File: src/rtl/sqrt_pkg.sv
// Shared widths, FSM state type and iteration-count helper for the sqrt datapath blocks.
package sqrt_pkg;

    localparam int unsigned ROOT_W = 32;
    localparam int unsigned DATA_W = 64;
    localparam int unsigned CNT_W  = 6;

    typedef enum logic [1:0] {
        IDLE = 2'd0,
        MUL  = 2'd1,
        DONE = 2'd2
    } state_t;

    // Number of accumulate cycles needed to retire all root bits.
    function automatic int unsigned iters_for(input int unsigned bits_per_cyc);
        return ROOT_W / bits_per_cyc;
    endfunction

endpackage

File: src/rtl/sqrt_rebuild_step.sv
// One shift-add squaring step: adds root shifted by each set multiplier bit of this slice.
module sqrt_rebuild_step
    import sqrt_pkg::*;
#(
    parameter int unsigned BITS = 2
) (
    input  logic [DATA_W-1:0] acc,
    input  logic [ROOT_W-1:0] root,
    input  logic [BITS-1:0]   slice,
    input  logic [CNT_W-1:0]  cnt,
    output logic [DATA_W-1:0] acc_next_c
);

    logic [BITS-1:0] bits_left;

    always_comb begin
        acc_next_c = acc;
        bits_left  = slice;
        for (int j = 0; j < int'(BITS); j++) begin
            if (bits_left[0]) begin
                acc_next_c = acc_next_c + (DATA_W'(root) << (32'(cnt) * BITS + 32'(j)));
            end
            bits_left = bits_left >> 1;
        end
    end

endmodule

File: src/rtl/sqrt_rebuild.sv
// Rebuilds the radicand as root*root + remainder with an iterative shift-add squarer.
// Optional SQRT_REBUILD_CHECK_EN adds a registered dataout/tagout mismatch flag.
module sqrt_rebuild
    import sqrt_pkg::*;
#(
    parameter int unsigned BITS_PER_CYC = 2
) (
    input  logic              clk,
    input  logic              rst,
    input  logic              pushin,
    input  logic [ROOT_W-1:0] rootin,
    input  logic [ROOT_W-1:0] remainderin,
    input  logic [DATA_W-1:0] datain,
    output logic              readyout,
    output logic              pushout,
    output logic [DATA_W-1:0] dataout,
    output logic [DATA_W-1:0] tagout,
`ifdef SQRT_REBUILD_CHECK_EN
    output logic              mismatchout,
`endif
    output logic              dropout
);

    localparam int unsigned ITERS = iters_for(BITS_PER_CYC);

    state_t            state, state_nx;
    logic [CNT_W-1:0]  cnt, cnt_nx;
    logic [ROOT_W-1:0] root, root_nx;
    logic [ROOT_W-1:0] mult, mult_nx;
    logic [DATA_W-1:0] acc, acc_nx;
    logic [DATA_W-1:0] tag, tag_nx;
    logic [DATA_W-1:0] acc_step;

    sqrt_rebuild_step #(
        .BITS(BITS_PER_CYC)
    ) u_step (
        .acc       (acc),
        .root      (root),
        .slice     (mult[BITS_PER_CYC-1:0]),
        .cnt       (cnt),
        .acc_next_c(acc_step)
    );

    // State and datapath registers.
    always_ff @(posedge clk or negedge rst) begin
        if (!rst) begin
            state <= IDLE;
            cnt   <= '0;
            root  <= '0;
            mult  <= '0;
            acc   <= '0;
            tag   <= '0;
        end else begin
            state <= state_nx;
            cnt   <= cnt_nx;
            root  <= root_nx;
            mult  <= mult_nx;
            acc   <= acc_nx;
            tag   <= tag_nx;
        end
    end

    // Next-state logic; DONE accepts a new push just like IDLE so ops can chain.
    always_comb begin
        state_nx = state;
        cnt_nx   = cnt;
        root_nx  = root;
        mult_nx  = mult;
        acc_nx   = acc;
        tag_nx   = tag;
        case (state)
            IDLE, DONE: begin
                if (pushin) begin
                    root_nx  = rootin;
                    mult_nx  = rootin;
                    tag_nx   = datain;
                    acc_nx   = {{(DATA_W-ROOT_W){1'b0}}, remainderin};
                    cnt_nx   = '0;
                    state_nx = MUL;
                end else begin
                    state_nx = IDLE;
                end
            end
            MUL: begin
                acc_nx  = acc_step;
                mult_nx = mult >> BITS_PER_CYC;
                cnt_nx  = cnt + CNT_W'(1);
                if (cnt == CNT_W'(ITERS - 1)) begin
                    state_nx = DONE;
                end
            end
            default: state_nx = IDLE;
        endcase
    end

    // Registered outputs; result and tag are published one cycle after DONE.
    always_ff @(posedge clk or negedge rst) begin
        if (!rst) begin
            readyout <= 1'b1;
            pushout  <= 1'b0;
            dataout  <= '0;
            tagout   <= '0;
            dropout  <= 1'b0;
`ifdef SQRT_REBUILD_CHECK_EN
            mismatchout <= 1'b0;
`endif
        end else begin
            readyout <= (state_nx != MUL);
            pushout  <= (state == DONE);
            if (state == DONE) begin
                dataout <= acc;
                tagout  <= tag;
`ifdef SQRT_REBUILD_CHECK_EN
                mismatchout <= (acc != tag);
`endif
            end
            if (pushin && state == MUL) begin
                dropout <= 1'b1;
            end
        end
    end

endmodule

File: config.mk
export PLATFORM = sky130hd
export DESIGN_NAME = sqrt_rebuild
export DESIGN_NICKNAME = d
export VERILOG_FILES = /design/src/rtl/sqrt_pkg.sv /design/src/rtl/sqrt_rebuild_step.sv /design/src/rtl/sqrt_rebuild.sv
export SDC_FILE = /design/constraint.sdc
export NUM_CORES = 1
export LEC_CHECK = 0
export CORE_AREA = 2 2 228 230
export CTS_CLUSTER_DIAMETER = 150
export DETAILED_ROUTE_END_ITERATION = 12
export DIE_AREA = 0 0 230 232
export PLACE_DENSITY = 0.78
export SETUP_SLACK_MARGIN = 0.1
export SYNTH_ARGS = -nofsm -noshare
export SYNTH_HDL_FRONTEND = slang
export SYNTH_HIERARCHICAL = 1
export SYNTH_SLANG_ARGS = --single-unit
File: constraint.sdc
create_clock -name clk -period 9 [get_ports clk]
set_clock_uncertainty 0.1 [all_clocks]
set_input_delay 0.9 -clock clk [delete_from_list [all_inputs] [get_ports clk]]
set_output_delay 0.9 -clock clk [all_outputs]
set_load 0.02 [all_outputs]
==> results.cfg <==
[status]
status = finished clean

[critical_path]
cp-end-kind = flop
r2r_slack_ns = 0.65
crit_path_max_incr_delay_ns = 0.43
rr_startpoint = cnt[2]
ff2ff_path_depth = 36
crit_type = flop to flop
crit_fanout = 38
critPathLaunchType = flop
path_delay_family = compound AO/OA/AOI/OAI gates
r2r_end = acc[58]
worst-path-buf-inv = 6
cp_common_cell = a21oi_1
critPathArrivalTime_ns = 8.70
slowest_stage = buf_4
cp.required_ns = 9.35

[yosys]
synth_cells = 3160
synth_top_cell_by_area = dfrtp_1
yosysWarningCount = 6
ys_seq_area_share_pct = 32.79
syn_nets = 3380
async_reset_ff_share_pct = 100.0
synth.distinct_cells = 102
ys_seq_elements = 331
syn_area_sq_mm = 0.02527
synth-edff-count = 0
avgSynthCellArea_sq_um = 7.996
yosysTopAreaCellShare_pct = 32.68
ys.flop_type = dfrtp_1
synth_area_leaders = dfrtp_1 (33%), nand2_1 (13%), ha_1 (4.4%), xnor2_1 (4.2%), a21oi_1 (3.6%)

[detailed_routing]
drtIter0Drc = 2256
wire_per_inst_um = 18.83
drtPass1Iterations = 6
num_vias = 23855
ant_nets = 0
wl_um = 75920
post-route-drc-count = 0
vias_per_cell = 5.918

[global_routing]
grt_overflow = 0
first_global_vias = 22694
grt_first_pass_wirelength_um = 122800
grt_usage_pct = 28.06
grt_max_degree = 99
antenna_found_initial = 0

[timing]
slew_viol_final = 0
slew_headroom_pct = 26.82
finalSetupViolCount = 0
rsz0062_at_grt = false
timing.hold.ws_ns = 0.2791
layout_min_cycle_time_ns = 8.347
finalHoldViolCount = 0
worst_pin_slew_ns = 1.098
fmax_ghz = 0.1198
post-route-period-util_pct = 92.74
tns_ns = 0

[worst_hold_path]
holdCritPathClass = input pin to async pin

[clock_network]
cts_made_buffers = 37
cts_tree = yes
numClockSinks = 331
cts_buffer_depth = 3
clk_pin_slew_worst_paths_ns = 0.06
worstSkewPairLatency_ns = 0.56
cts_root_buf = clkbuf_16
h-tree-depth = 2
holdBufCountCts = 0

[final_layout]
design_area_sq_mm = 0.02965
drive_gt1_share_pct = 8.147
n_fill_cell = 4669
area_growth_pct = 17.34
nets = 3543
antenna_cells = 0

[floorplan]
die_h_um = 232
core-area_sq_mm = 0.05089
ioPinCount = 262
die-area_sq_mm = 0.05336
rows = 83
initial_utilization_pct = 49.66
die_w_um = 230

[job]
drv_cap = 0

[place]
gp_congestion = 0.9868
place_area_sq_mm = 0.02832
portBuffers = 261
dp_hpwl_um = 55450
## metal layers
metal / vias up / wire, um / part of all wire (%) / global-route usage (%)
met2: 896 / 33260 / 44 / 43.51
met1: 11293 / 33830 / 45 / 38.90
met5: - / 0 / 0 / 0
met4: 0 / 2210 / 2.9 / 8.387
met3: 147 / 6618 / 8.7 / 6.680
li1: 11519 / - / - / -
## cell families (layout without fill, tap and decap cells)
| kind of cell | count (synthesis) | after routing | share of synthesized area, % |
|---|---|---|---|
| AOI/OAI and AO/OA | 757 | 757 | 20.75 |
| xor gates and xnor gates | 162 | 162 | 5.699 |
| adders and majority gates | 118 | 118 | 5.566 |
| buffers and inverters | 250 | 441 | 4.333 |
| DFF | 331 | 331 | 32.79 |
| muxes | 135 | 135 | 6.630 |
| and+or+nand+nor | 1407 | 1407 | 24.24 |
## flip-flops by register name, indices dropped and copies added, names as in the netlist
| name | cells |
|---|---|
| tagout | 64 |
| pushout | 1 |
| dropout | 1 |
| cnt | 6 |
| root | 32 |
| tag | 64 |
| readyout | 1 |
| mult | 32 |
| acc | 64 |
| dataout | 64 |
| state | 2 |
## area by class of cell
cell class	count	area [sq um]	share of cell area [%]
Inverter	58	220.2	0.7427
Tap cell	680	850.8	2.870
Multi-Input combinational cell	2579	15990	53.93
Sequential cell	331	8294	27.97
Timing Repair Buffer	316	3047	10.28
Clock inverter	13	157.7	0.5317
Clock buffer	54	1090	3.676
## cells in the mapped netlist, drive strengths merged (38+ instances only)
master and n:
xor2 38, xnor2 123, nor2 197, nand2 853, a22o 39, mux2 77
a21oi 182, buf 108, dfrtp 330, o21ai 105, a22oi 66, inv 55
clkbuf 84, a21o 85, nand3 98, nor3 38, mux2i 41, and2 47
ha 89
## layout by cell type, fill, tap and decap left out, types with 14 or more instances in the layout
master / n
maj3_1: 27
a221o_1: 23
a22o_1: 39
a21o_1: 85
and2_1: 47
xnor2_1: 122
nor2b_1: 21
mux2_2: 76
o21ai_0: 91
nor2_1: 194
nand4_1: 31
ha_1: 89
dfrtp_1: 326
nand3_1: 98
a21oi_1: 181
o22ai_1: 23
a211oi_1: 16
clkbuf_16: 37
buf_4: 53
and3_1: 15
nand2_1: 853
a22oi_1: 65
clkdlybuf4s50_1: 260
mux4_2: 17
mux2i_1: 36
inv_1: 54
o211ai_1: 31
nand2b_1: 29
nor3_1: 34
xor2_1: 38
a31oi_1: 23
o31ai_1: 14
## through the flow
stage                     util (%)  setup WS (ns)  cells
final                        58.27         0.6534   4031
after floorplan                  -         0.7800   3160
after CTS                    58.10         0.4052   4028
after global placement       55.65         0.6744   3961
after detailed placement     55.65         0.4446   3961
after global routing         58.27        0.06476   4031
## worst max-delay path by stage
stage          startpoint      end  slack [ns]  depth (start not counted)
6_report           cnt[2]  acc[58]        0.65                         36
2_1_floorplan      cnt[1]  acc[62]        0.78                         43
5_1_grt            cnt[0]  acc[62]        0.06                         37
4_1_cts            cnt[3]  acc[63]        0.41                         36
3_3_place_gp       cnt[0]  acc[62]        0.67                         37
3_5_place_dp       cnt[3]  acc[63]        0.44                         36
## what timing repair did
item                                    4_1_cts  5_1_grt
gates resized for setup                       0       16
buffers inserted                              0        3
endpoints found under the hold margin         0        0
endpoints found under the setup margin        0       14
Power is left out: the tool's default activity adds up to more than one toggle a clock period on the data nets, which glitch-free logic cannot reach.
